===== src/rtl/bcd_pkg.sv =====
// Shared constants and types for the AHB binary-to-BCD converter.
// Register map, status bit positions, FSM states and saturation limit.
package bcd_pkg;

    localparam logic [1:0] REG_FRAC   = 2'd0;
    localparam logic [1:0] REG_START  = 2'd0;
    localparam logic [1:0] REG_INT    = 2'd1;
    localparam logic [1:0] REG_STATUS = 2'd2;

    localparam int ST_BUSY = 0;
    localparam int ST_DONE = 1;
    localparam int ST_SAT  = 2;

    localparam int unsigned MAX_VALUE  = 99999;
    localparam int unsigned BCD_DIGITS = 5;

    localparam logic [1:0] HTRANS_IDLE = 2'b00;

    typedef enum logic {
        IDLE    = 1'b0,
        CONVERT = 1'b1
    } state_t;

endpackage


===== src/rtl/bcd_dabble_step.sv =====
// One double-dabble iteration: add 3 to every BCD digit >= 5,
// then shift the {accumulator, binary} vector left by one bit.
module bcd_dabble_step #(
    parameter int unsigned DIGITS = 5,
    parameter int unsigned BIN_W  = 17
) (
    input  logic [4*DIGITS+BIN_W-1:0] din,
    output logic [4*DIGITS+BIN_W-1:0] dout
);

    localparam int unsigned W = 4 * DIGITS + BIN_W;

    logic [W-1:0] adj;

    always_comb begin
        adj = din;
        for (int i = 0; i < int'(DIGITS); i++) begin
            if (din[BIN_W+4*i +: 4] >= 4'd5) begin
                adj[BIN_W+4*i +: 4] = din[BIN_W+4*i +: 4] + 4'd3;
            end
        end
        dout = {adj[W-2:0], 1'b0};
    end

endmodule


===== src/rtl/bcd_converter.sv =====
// AHB-Lite slave converting a saturated binary value in hundredths
// into packed BCD integer and fraction registers via double dabble.
module bcd_converter #(
    parameter int unsigned CONV_BITS = 17,
    parameter int unsigned MAX_VALUE = bcd_pkg::MAX_VALUE
) (
    input  logic        HCLK,
    input  logic        HRESETn,
    input  logic [31:0] HADDR,
    input  logic [31:0] HWDATA,
    input  logic        HWRITE,
    input  logic        HREADY,
    input  logic        HSEL,
    input  logic [2:0]  HSIZE,
    input  logic [1:0]  HTRANS,
    output logic [31:0] HRDATA,
    output logic        HREADYOUT,
    output logic        BUSY
);

    import bcd_pkg::*;

    localparam int unsigned ACC_W = 4 * BCD_DIGITS;
    localparam int unsigned W     = ACC_W + CONV_BITS;
    localparam logic [4:0]  LAST  = 5'(CONV_BITS - 1);
    localparam logic [31:0] MAX_W = 32'(MAX_VALUE);

    state_t      state;
    state_t      state_nxt;
    logic [4:0]  cnt;
    logic [W-1:0] sr;
    logic [W-1:0] sr_step;
    logic [1:0]  addr_q;
    logic        write_q;
    logic        valid_q;
    logic [7:0]  frac_q;
    logic [11:0] int_q;
    logic        sat_q;
    logic        done_q;

    logic        accept;
    logic        start;
    logic        stat_rd;
    logic        last_step;
    logic        sat_in;
    logic [31:0] load_val;

    logic        unused;
    assign unused = ^{HADDR[31:4], HADDR[1:0], HSIZE};

    assign HREADYOUT = 1'b1;

    assign accept   = HSEL && HREADY && (HTRANS != HTRANS_IDLE);
    assign start    = valid_q && write_q && (addr_q == REG_START);
    assign stat_rd  = valid_q && !write_q && (addr_q == REG_STATUS);
    assign sat_in   = HWDATA > MAX_W;
    assign load_val = sat_in ? MAX_W : HWDATA;

    // A restarting write takes precedence over finishing the old run
    assign last_step = (state == CONVERT) && (cnt == LAST) && !start;

    bcd_dabble_step #(
        .DIGITS (BCD_DIGITS),
        .BIN_W  (CONV_BITS)
    ) u_step (
        .din  (sr),
        .dout (sr_step)
    );

    always_ff @(posedge HCLK or negedge HRESETn) begin
        if (!HRESETn) begin
            addr_q  <= 2'd0;
            write_q <= 1'b0;
            valid_q <= 1'b0;
        end else begin
            valid_q <= accept;
            if (accept) begin
                addr_q  <= HADDR[3:2];
                write_q <= HWRITE;
            end
        end
    end

    always_ff @(posedge HCLK or negedge HRESETn) begin
        if (!HRESETn) begin
            state <= IDLE;
        end else begin
            state <= state_nxt;
        end
    end

    always_comb begin
        state_nxt = state;
        unique case (state)
            IDLE: begin
                if (start) state_nxt = CONVERT;
            end
            CONVERT: begin
                if (start)            state_nxt = CONVERT;
                else if (cnt == LAST) state_nxt = IDLE;
            end
            default: state_nxt = IDLE;
        endcase
    end

    always_comb begin
        BUSY = (state == CONVERT);
    end

    always_ff @(posedge HCLK or negedge HRESETn) begin
        if (!HRESETn) begin
            cnt <= 5'd0;
            sr  <= '0;
        end else if (start) begin
            cnt <= 5'd0;
            sr  <= {{ACC_W{1'b0}}, load_val[CONV_BITS-1:0]};
        end else if (state == CONVERT) begin
            cnt <= (cnt == LAST) ? 5'd0 : cnt + 5'd1;
            sr  <= sr_step;
        end
    end

    // Status read clears DONE first so a same-edge completion wins
    always_ff @(posedge HCLK or negedge HRESETn) begin
        if (!HRESETn) begin
            frac_q <= 8'd0;
            int_q  <= 12'd0;
            sat_q  <= 1'b0;
            done_q <= 1'b0;
        end else begin
            if (stat_rd) done_q <= 1'b0;
            if (start) begin
                sat_q  <= sat_in;
                done_q <= 1'b0;
            end
            if (last_step) begin
                int_q  <= sr_step[W-1 -: 12];
                frac_q <= sr_step[W-13 -: 8];
                done_q <= 1'b1;
            end
        end
    end

    always_comb begin
        HRDATA = 32'd0;
        unique case (addr_q)
            REG_FRAC:   HRDATA[7:0]  = frac_q;
            REG_INT:    HRDATA[11:0] = int_q;
            REG_STATUS: begin
                HRDATA[ST_SAT]  = sat_q;
                HRDATA[ST_DONE] = done_q;
                HRDATA[ST_BUSY] = BUSY;
            end
            default:    HRDATA = 32'd0;
        endcase
    end

endmodule

===== config.mk =====
export PLATFORM = sky130hd
export DESIGN_NAME = bcd_converter
export DESIGN_NICKNAME = d
export VERILOG_FILES = /design/src/rtl/bcd_pkg.sv /design/src/rtl/bcd_dabble_step.sv /design/src/rtl/bcd_converter.sv
export SDC_FILE = /design/constraint.sdc
export NUM_CORES = 1
export LEC_CHECK = 0
export BUFFER_PORTS_ARGS = -buffer_cell sky130_fd_sc_hd__buf_2
export CAP_MARGIN = 15
export CORE_ASPECT_RATIO = 0.75
export CORE_MARGIN = 2
export CORE_UTILIZATION = 35
export CTS_BUF_LIST = sky130_fd_sc_hd__clkbuf_16
export CTS_CLUSTER_DIAMETER = 100
export CTS_CLUSTER_SIZE = 40
export DETAILED_ROUTE_END_ITERATION = 12
export GPL_TIMING_DRIVEN = 0
export SYNTH_ARGS = -nofsm -noshare
export SYNTH_HDL_FRONTEND = slang
export SYNTH_SLANG_ARGS = --single-unit

===== constraint.sdc =====
create_clock -name HCLK -period 2.6 [get_ports HCLK]
set_input_delay 0.65 -clock HCLK [delete_from_list [all_inputs] [get_ports HCLK]]
set_output_delay 0.65 -clock HCLK [all_outputs]
set_load 0.005 [all_outputs]

---- Yosys cells after proc, flatten, opt, wreduce, memory -nomap -nowiden ----
Index checks and enable logic that the tools add are counted.
Widths: inputs -> output; s select.
operators by class
  add/sub/neg operators ................... 6
  multiplexer cells ....................... 21
  order comparisons ....................... 6
  reductions and logical operators ........ 14
  bitwise operators ....................... 1
  equal/unequal tests ..................... 3
operators with widths
  operator              count
  $mux 37               2
  $gt 32x17->1 const B  1
  $ge 4x3->1 const B    5
  $mux 4                5
  $mux 17               1
  $add 4x2->4 const B   4
  $mux 5                3
  $pmux 5 s2            1
  $pmux 3 s3            1
  $logic_and 1x1->1     8
  $mux 1                6
  $add 5x1->5 const B   1
  $eq 5x5->1 const B    1
  $reduce_bool 2->1     2
  $add 3x2->3 const B   1
  $mux 3                1
  $reduce_bool 3->1     1
  $eq 2x1->1 const B    1
  $eq 2x2->1 const B    1
  $logic_not 1->1       2
  $logic_not 2->1       1
  $pmux 1 s2            1
  $not 1->1             1
storage, ports and cells
  logic and storage cells ................. 61
  output and inout bits ................... 34
  input port bits ......................... 74
  register bits ........................... 69

---- Longest topological paths before layout ----
Gate-level depths: netlist of run 1.
  depth in word-level cells ............... 6
  depth in mapped cells ................... 9
  depth with buffers taken out ............ 7

---- Cells and area by module ----
From an unflattened synthesis of run 1, not the netlist that was laid out.
unflattened totals
  cells, all modules ...................... 431
  area total of the unflattened synthesis .. 4216.5 sq um
modules (own cells, without submodules)
  module           sequential area each (sq um)  instances  area an instance (sq um)  cells each
  bcd_converter    1726.7                        1          3590.9                    336
  bcd_dabble_step  0.0                           1          625.6                     95

---- Worst setup path after synthesis of run 1 ----
OpenSTA, ideal clock, no wires.
  path type ............................... input port to flip-flop
  from .................................... input HWDATA[14]
  to ...................................... register sr[14]
  buffers on the path ..................... 1
  data required time ...................... 2478 ps
  path slack .............................. 56 ps
  cell stages on the path ................. 6
  library setup time ...................... 122 ps
  data arrival time ....................... 2422 ps
  path through ............................ or4_1 or4_4 o21ai_2 o211ai_2 buf_6 a32o_1
on the way
  longest elaborated chain between the ends .. 3
ends and longest elaborated chain
  what                  RTL line              RTL
  from (decl)           bcd_converter.sv:10   input logic [31:0] HWDATA,
  $gt 32x17->1          bcd_converter.sv:56   assign sat_in = HWDATA > MAX_W;
  $mux 17 (*)           bcd_converter.sv:57   assign load_val = sat_in ? MAX_W : HWDATA;
  $mux 37 (*)           bcd_converter.sv:114  end else if (start) begin
  to (signal assigned)  bcd_converter.sv:116  sr <= {{ACC_W{1'b0}}, load_val[CONV_BITS-1:0]};
  to (signal assigned)  bcd_converter.sv:119  sr <= sr_step;
  to (decl)             bcd_converter.sv:31   logic [W-1:0] sr;
Mark *: on every way between the ends. The rest lies on a longest branch, timed or not.
A chain may end at the register's enable or synchronous reset.

---- Worst setup path in the final report of run 1 ----
Same ends and word-level chain as after synthesis.

==> impl_summary.md, run 1 <==
Run status
The flow ran to the end, and the final reports show no timing, DRC or antenna violations.

Route
In the routed design, unresolved DRC markers number 0. After detailed routing, the average wire length per cell comes to 15.08 um. The count of nets left with antenna violations once routing finished came out at 0. The number of vias per cell after detailed routing is 4.941. After the first detailed-routing iteration, the DRC count stood at 158.

The first TritonRoute pass finished after 4 iterations. For this block, the routed nets add up to 8.914 mm of wire. The total via count after detailed routing is 2920.

Clock tree
The clock net in this run drives a total of 69 sinks. After clock tree synthesis, the flow added hold-fix buffers numbering 0. The TritonCTS clock tree is done. Clock tree synthesis selected as its root buffer the cell sky130_fd_sc_hd__clkbuf_16.

The count of H-tree levels built during CTS is 3. The clock insertion delay at the later pin of the skew report is 320 ps. The longest clock path from root to sink contains 2 buffers.

The TritonCTS buffer count is 9. Clock-pin slew was measured on the worst setup and hold paths at 50 ps.

Setup path
The class of the most critical setup path is input pin to flip-flop. For the worst setup path, the data required time is 2810 ps. The worst setup path is launched from an input pin.

The maximum fanout along the worst path is 10. STA classifies the critical path endpoint as a flip-flop. The critical path data arrival time is 2690 ps.

Timing
The final count of pins violating max slew is 0. The final setup skew is 6.211 ps. Headroom to the max-slew limit came out at 40.82%. The fmax is 402.2 MHz. The actual slew at the worst max-slew pin is 887.7 ps. Setup repair after global routing left no endpoint under its margin.

The final hold violation count was 0. The total negative slack is 0 ps. The ratio of final minimum period to clock period is 95.64%. Setup violations remaining at the end of the flow were counted as 0. The tightest hold path in the finished design has a slack of 444.5 ps.

The clock period could shrink to 2487 ps.

Synth
The number of enable flip-flop cells after synthesis is 0. Sorting the synthesized cells by area gives the leading types as sky130_fd_sc_hd__dfrtp_1 (46%), sky130_fd_sc_hd__mux2i_1 (9.0%), sky130_fd_sc_hd__mux2_2 (6.5%). The most common cell in the netlist is sky130_fd_sc_hd__dfrtp_1.

After synthesis, flip-flops and latches occupy 45.59% of the total area. The per-instance average area after synthesis is 10.29 um2. The post-synthesis cell count is 368. The most common flop cell mapped by yosys is sky130_fd_sc_hd__dfrtp_1. The synthesized netlist contains 41 unique library cells. The async set-reset flop share out of synthesis is 100.0%. The synthesized netlist occupies a cell area of 0.003787 mm2. The number of synthesized register bits is 69. The biggest area consumer among synthesized cells is sky130_fd_sc_hd__dfrtp_1. The top-area cell type share of the netlist area is 45.59%.

The number of warnings printed during yosys synthesis is 0. In the synthesized netlist, the cells that appear most often are sky130_fd_sc_hd__dfrtp_1 (69), sky130_fd_sc_hd__mux2i_1 (34), sky130_fd_sc_hd__nor2_1 (34).

Pwr
The maximum resistive drop on vdd is 0.3768 mV. The ratio of total power to cell area is 1030 mW/mm2. The leakage power summed over all cells is 0.002380 uW.

Layout
Cells with a size suffix above 1 make up 26.59% of the layout. For this run, the number of standard cells in the final layout without fillers is 591. The area added between synthesis and finish is 21.84%.

The count of nets after finishing is 536. The number of antenna diodes in the final layout is 0. Once layout is complete, the utilization of the core stands at 44.33%.

Die
From left edge to right edge, the die measures 124.1 um. The floorplan die height is 94.09 um. The floorplan row count is 32. Once the floorplan was initialized, standard cells occupied 36.38% of the core. The die covers 0.01168 mm2. The number of ports placed on the die boundary is 108. The area of the core region is 0.01041 mm2.

Placed design
Port buffering added 53 buffers. The placed wire-length estimate after detailed placement is 6.347 mm. Including well taps, the total number of placed cells is 576. The routability congestion estimate from global placement is 0.7887.

Global route
The via count of the first global-routing pass came to 2927. The number of antenna violations at the first check in global routing was 0. Across every metal layer, demand over resource in global routing totals 16.67%.

The first-pass GRT wire length is 14.68 mm. The largest net degree at the start of global routing is 70. The remaining global-route overflow is 0.

Hold path
The min-delay analysis places its worst path in the category input pin to async pin.

Job
The max-cap check violation count is 0.
## timing repair
item	in CTS	in global routing
setup buffers	0	0
endpoints found under the setup margin	16	16
pin swaps	0	0
gates resized for setup	5	1
## final cells by class
class,instances,area [um2]
fill,1006,5796
multi-input combinational,267,1863
sequential,69,1727
timing repair buffer,53,267.8
buffer,36,227.7
clock buffer,9,225.2
tap,136,170.2
clock inverter,7,81.33
inverter,14,52.55
## power breakdown
group	internal [uW]	switching, uW	leakage [uW]
logic	840	935	0.00133
registers	1430	295	0.000898
clock network	825	426	0.000155
total	3100	1660	0.00238
## per-layer routing
layer | vias to the layer above | part of all wire [%] | global-route usage, %
met2 | 50 | 48 | 27.05
met4 | 0 | 0.11 | 3.933
met1 | 1443 | 48 | 22.50
li1 | 1425 | - | -
met3 | 2 | 3.8 | 3.883
met5 | - | 0 | 0
## critical path: stages
cell                       delay [ps]
sky130_fd_sc_hd__buf_2            110
sky130_fd_sc_hd__or4_1            550
sky130_fd_sc_hd__or4_4            550
sky130_fd_sc_hd__o21ai_2          160
sky130_fd_sc_hd__o211ai_2         210
sky130_fd_sc_hd__buf_6            210
sky130_fd_sc_hd__a32o_1           250
## stage by stage
stage / setup WS, ps / total power (uW) / instance area [um2]
floorplan: 56.31 / 3030 / 3859
global placement: -187.2 / 3442 / 4294
detailed placement: -219.0 / 3510 / 4297
CTS: 130.1 / 4798 / 4613
global route: 48.16 / 5145 / 4614
finish: 113.4 / 4751 / 4614
## final timing paths
path,to,slack [ps],cells after the start,start
worst min-delay path,sr[12],440,1,HRESETn
max in group asynchronous,frac_q[5],1570,1,HRESETn
min in group HCLK,int_q[11],460,2,int_q[11]
worst max-delay path,sr[14],110,7,HWDATA[14]
worst min register to register,int_q[11],460,2,int_q[11]
worst max register to register,frac_q[0],160,6,addr_q[0]
## cells by family (layout without fill, tap and decap cells)
kind of cell,after synthesis,count (layout),synth area share (%)
xor+xnor,11,11,2.544
compound gates,69,69,11.89
buf+inv,51,119,7.367
simple gates,98,98,12.92
mux,56,56,15.53
flops,69,69,45.59
other cells,2,21,0.1983
fa+ha+maj,12,12,3.964
## cells in the final DEF, fill, tap and decap left out, types with 2 or more instances in the layout
cell,n
sky130_fd_sc_hd__a21o_1,4
sky130_fd_sc_hd__a21oi_1,21
sky130_fd_sc_hd__a22o_1,4
sky130_fd_sc_hd__a22oi_1,7
sky130_fd_sc_hd__a32o_1,7
sky130_fd_sc_hd__and2_1,5
sky130_fd_sc_hd__and4_1,2
sky130_fd_sc_hd__buf_1,4
sky130_fd_sc_hd__buf_2,55
sky130_fd_sc_hd__buf_4,22
sky130_fd_sc_hd__bufinv_16,2
sky130_fd_sc_hd__clkbuf_1,5
sky130_fd_sc_hd__clkbuf_16,9
sky130_fd_sc_hd__clkbuf_2,2
sky130_fd_sc_hd__clkinv_1,2
sky130_fd_sc_hd__clkinv_2,2
sky130_fd_sc_hd__conb_1,21
sky130_fd_sc_hd__dfrtp_1,69
sky130_fd_sc_hd__ha_1,12
sky130_fd_sc_hd__inv_1,15
sky130_fd_sc_hd__mux2_2,22
sky130_fd_sc_hd__mux2i_1,34
sky130_fd_sc_hd__nand2_1,19
sky130_fd_sc_hd__nand2b_1,7
sky130_fd_sc_hd__nand3_1,6
sky130_fd_sc_hd__nand4_1,2
sky130_fd_sc_hd__nor2_1,34
sky130_fd_sc_hd__nor2b_1,2
sky130_fd_sc_hd__nor3_1,6
sky130_fd_sc_hd__nor3b_1,6
sky130_fd_sc_hd__o21ai_0,19
sky130_fd_sc_hd__or4_1,3
sky130_fd_sc_hd__xnor2_1,6
sky130_fd_sc_hd__xor2_1,5
## state kept, by name, summed over array words and instances, names as in the netlist
| signal | count |
|---|---|
| valid_q | 1 |
| sr | 37 |
| done_q | 1 |
| int_q | 12 |
| frac_q | 8 |
| sat_q | 1 |
| addr_q | 2 |
| BUSY | 1 |
| cnt | 5 |
| write_q | 1 |
Note: power is estimated with default switching activity, not from simulation.
==> run 2: changes to the inputs <==
- RECOVER_POWER: unset -> 25
==> run 2 against run 1 <==
  * The flow now finishes with violations (capacitance limit, slew limit)
  * Clock power about the same
  * Highest routed layer unchanged
  * Via count about the same
  * Clock skew unchanged
  * Power about the same
==> impl_summary.md, run 2 (same netlist as run 1, synthesis figures left out) <==
Run status
The run finished, with violations left. The checks that failed: capacitance limit, slew limit.

Layout
The fraction of final layout cells with drive strength greater than 1 was 26.59% (unchanged). The number of antenna cells inserted is 0 (unchanged). The count of nets after finishing is 536 (unchanged). The most common library cell in the layout ignoring fill and taps is sky130_fd_sc_hd__dfrtp_1.

The register area was 0.001727 mm2 (unchanged). The number of fill cells in the layout is 1007 (+0.099%). The area taken by multi-input logic gates was 0.001863 mm2 (unchanged). The post-route standard cell area excluding fillers is 0.004612 mm2 (about the same). The register with the most flip-flops is sr. The number of flip-flops under the largest register name is 37 (unchanged).

In the layout the commonest cells are sky130_fd_sc_hd__dfrtp_1 (69), sky130_fd_sc_hd__buf_2 (55), sky130_fd_sc_hd__mux2i_1 (34), sky130_fd_sc_hd__nor2_1 (34), sky130_fd_sc_hd__mux2_2 (22). In the final layout, the registers with the most flip-flops are sr: 37 flops, int_q: 12 flops, frac_q: 8 flops. The area added between synthesis and finish is 21.77% (about the same).

Clock tree
The post-CTS repair timing setup buffer count is 0 (unchanged). The count of H-tree levels built during CTS is 3 (unchanged). The TritonCTS buffer count is 9 (unchanged). The hold buffer count at cts was 0 (unchanged). The TritonCTS clock tree is done. The clock transition at the register clock pins on the worst setup and hold paths after CTS is 50 ps (about the same). The largest buffer count on any clock path is 2 (unchanged). CTS placed an instance of sky130_fd_sc_hd__clkbuf_16 at the clock tree root. The CTS sink count was 69 (unchanged). The clock insertion delay at the later pin of the skew report is 320 ps (about the same).

Global route
The remaining global-route overflow is 0 (unchanged). In this run the most used layer during global routing was met2. The total global-route track usage is 16.67% (unchanged). The via count of the first global-routing pass is 2927 (unchanged). The global-route track usage on met1 was 22.50% (unchanged). The number of antenna violations at the first check in global routing is 0 (unchanged).

The met3 capacity usage during global routing is 3.883% (unchanged). The first-pass GRT wire length is 14.68 mm (unchanged). The met2 capacity usage during global routing is 27.05% (unchanged). The largest net degree at the start of global routing came to 70 (unchanged).

Setup path
The critical path data arrival time is 2690 ps (about the same). The maximum fanout along the worst path is 10 (unchanged). The critical path is of the input pin to flip-flop type. The delay of the slowest critical-path stage was 550 ps (about the same). The required time reported for the critical path endpoint is 2810 ps (about the same). The source of the worst register-to-register timing path is addr_q[0]. The category of the worst setup path capture point is a flip-flop. The critical path goes through buf_2, or4_1, or4_4, o21ai_2, o211ai_2, buf_6, a32o_1. The family with the most delay on the worst path is simple AND/OR/NAND/NOR gates.

The startpoint of the worst setup timing path is HWDATA[14]. The worst setup path is launched from an input pin. On the critical path, the stage with the largest delay is an instance of sky130_fd_sc_hd__or4_1.

The number of buffer and inverter instances along the worst setup path is 2 (unchanged).

Die
The floorplan row count is 32 (unchanged). The die outline area is 0.01168 mm2 (unchanged). The floorplan die height is 94.09 um (unchanged). The starting utilization of the core area is 36.38% (unchanged). The width of the die is 124.1 um (unchanged).

The area of the core region is 0.01041 mm2 (unchanged). The number of ports placed on the die boundary is 108 (unchanged).

Timing
The final critical delay including setup and external delays was 2487 ps (+0.03200 ps). The setup violation total in the final timing report was 0 (unchanged). The actual slew at the worst max-slew pin came to 1753 ps (+865.2 ps). The fmax is 402.1 MHz (about the same).

The final count of pins violating max slew came to 70 (+70). The worst slew slack as a fraction of its limit is -16.86% (-58 points). The final hold violation count is 0 (unchanged). Setup repair after global routing left no endpoint under its margin.

The final setup skew is 6.211 ps (unchanged). The final-layout worst hold slack is 464.3 ps (+19.88 ps). The ratio of final minimum period to clock period is 95.64% (about the same).

Job
The max-cap check violation count was 1 (+1).

Route
The total via count after detailed routing is 2922 (+0.068%). The starting DRC count in detailed routing was 158 (unchanged). The number of detailed-route iterations in the first pass is 4 (unchanged). The count of antenna-violating nets left after detailed routing is 0 (unchanged). The number of vias per cell after detailed routing is 4.944 (about the same). The count of unresolved DRC violations after routing was 0 (unchanged). The routed wire length per instance is 15.09 um (about the same). The final wirelength is 8.916 mm (about the same).

Hold path
The path category of the worst min-delay check is flip-flop to flip-flop. The startpoint identified for the worst hold timing path is int_q[11].

Pwr
The ratio of total power to cell area is 1030 mW/mm2 (about the same). The maximum resistive drop on vdd is 0.3767 mV (about the same). The leakage power summed over all cells came to 0.002379 uW (about the same).

Placed design
The instance area at placement is 0.004297 mm2 (unchanged). The routability congestion estimate from global placement is 0.7887 (unchanged). The number of buffers added on ports is 53 (unchanged). The placed wire-length estimate after detailed placement is 6.347 mm (unchanged).
run 2: cell types whose count changed in the layout (fill, tap and decap cells not counted):
| cell | previous run | this run |
|---|---|---|
| sky130_fd_sc_hd__buf_4 | 22 | 21 |
| sky130_fd_sc_hd__clkbuf_2 | 2 | 3 |
run 2: power breakdown:
part	internal, uW	leakage (uW)	switching, uW
Clock	825	0.000155	426
Sequential	1430	0.000898	295
Combinational	839	0.00133	935
run 2: cell type report:
type / count / share of cell area [%]
clock inverter: 7 / 1.763
timing repair buffer: 53 / 5.751
inverter: 14 / 1.139
buffer: 36 / 4.938
tap: 136 / 3.690
sequential: 69 / 37.44
multi-input combinational: 267 / 40.40
clock buffer: 9 / 4.883
run 2: worst min-delay path, stage by stage, from the launching register on:
cell	delay (ps)
sky130_fd_sc_hd__dfrtp_1	330
sky130_fd_sc_hd__nand2_1	40
sky130_fd_sc_hd__o21ai_0	50
run 2: path summary, 6_finish.rpt:
check	slack [ps]	depth (start not counted)	to
min reg2reg	460	2	int_q[11]
min	460	2	int_q[11]
max reg2reg	160	6	frac_q[0]
max	110	7	sr[14]
min in group asynchronous	780	1	sr[12]
max in group asynchronous	770	1	frac_q[5]
run 2: what timing repair did:
item | in CTS | in global routing
gates cloned | 0 | 0
endpoints found under the setup margin | 16 | 16
resized for setup | 5 | 1
run 2: through the flow:
| step | setup TNS (ps) | total power, uW | utilization [%] | setup slack (ps) | instances |
|---|---|---|---|---|---|
| after floorplan | 0 | 3030 | - | 56.31 | 387 |
| after global placement | -1180 | 3442 | 41.25 | -187.2 | 576 |
| after detailed placement | -1785 | 3510 | 41.27 | -219.0 | 576 |
| after CTS | 0 | 4798 | 44.31 | 130.1 | 592 |
| after global routing | 0 | 5145 | 44.30 | 48.16 | 591 |
| final | 0 | 4751 | 44.30 | 113.3 | 591 |
run 2: metal layers:
layer	wire length, um	vias up
met5	0	-
li1	-	1425
met2	4247	50
met4	10	0
met1	4315	1445
met3	342	2
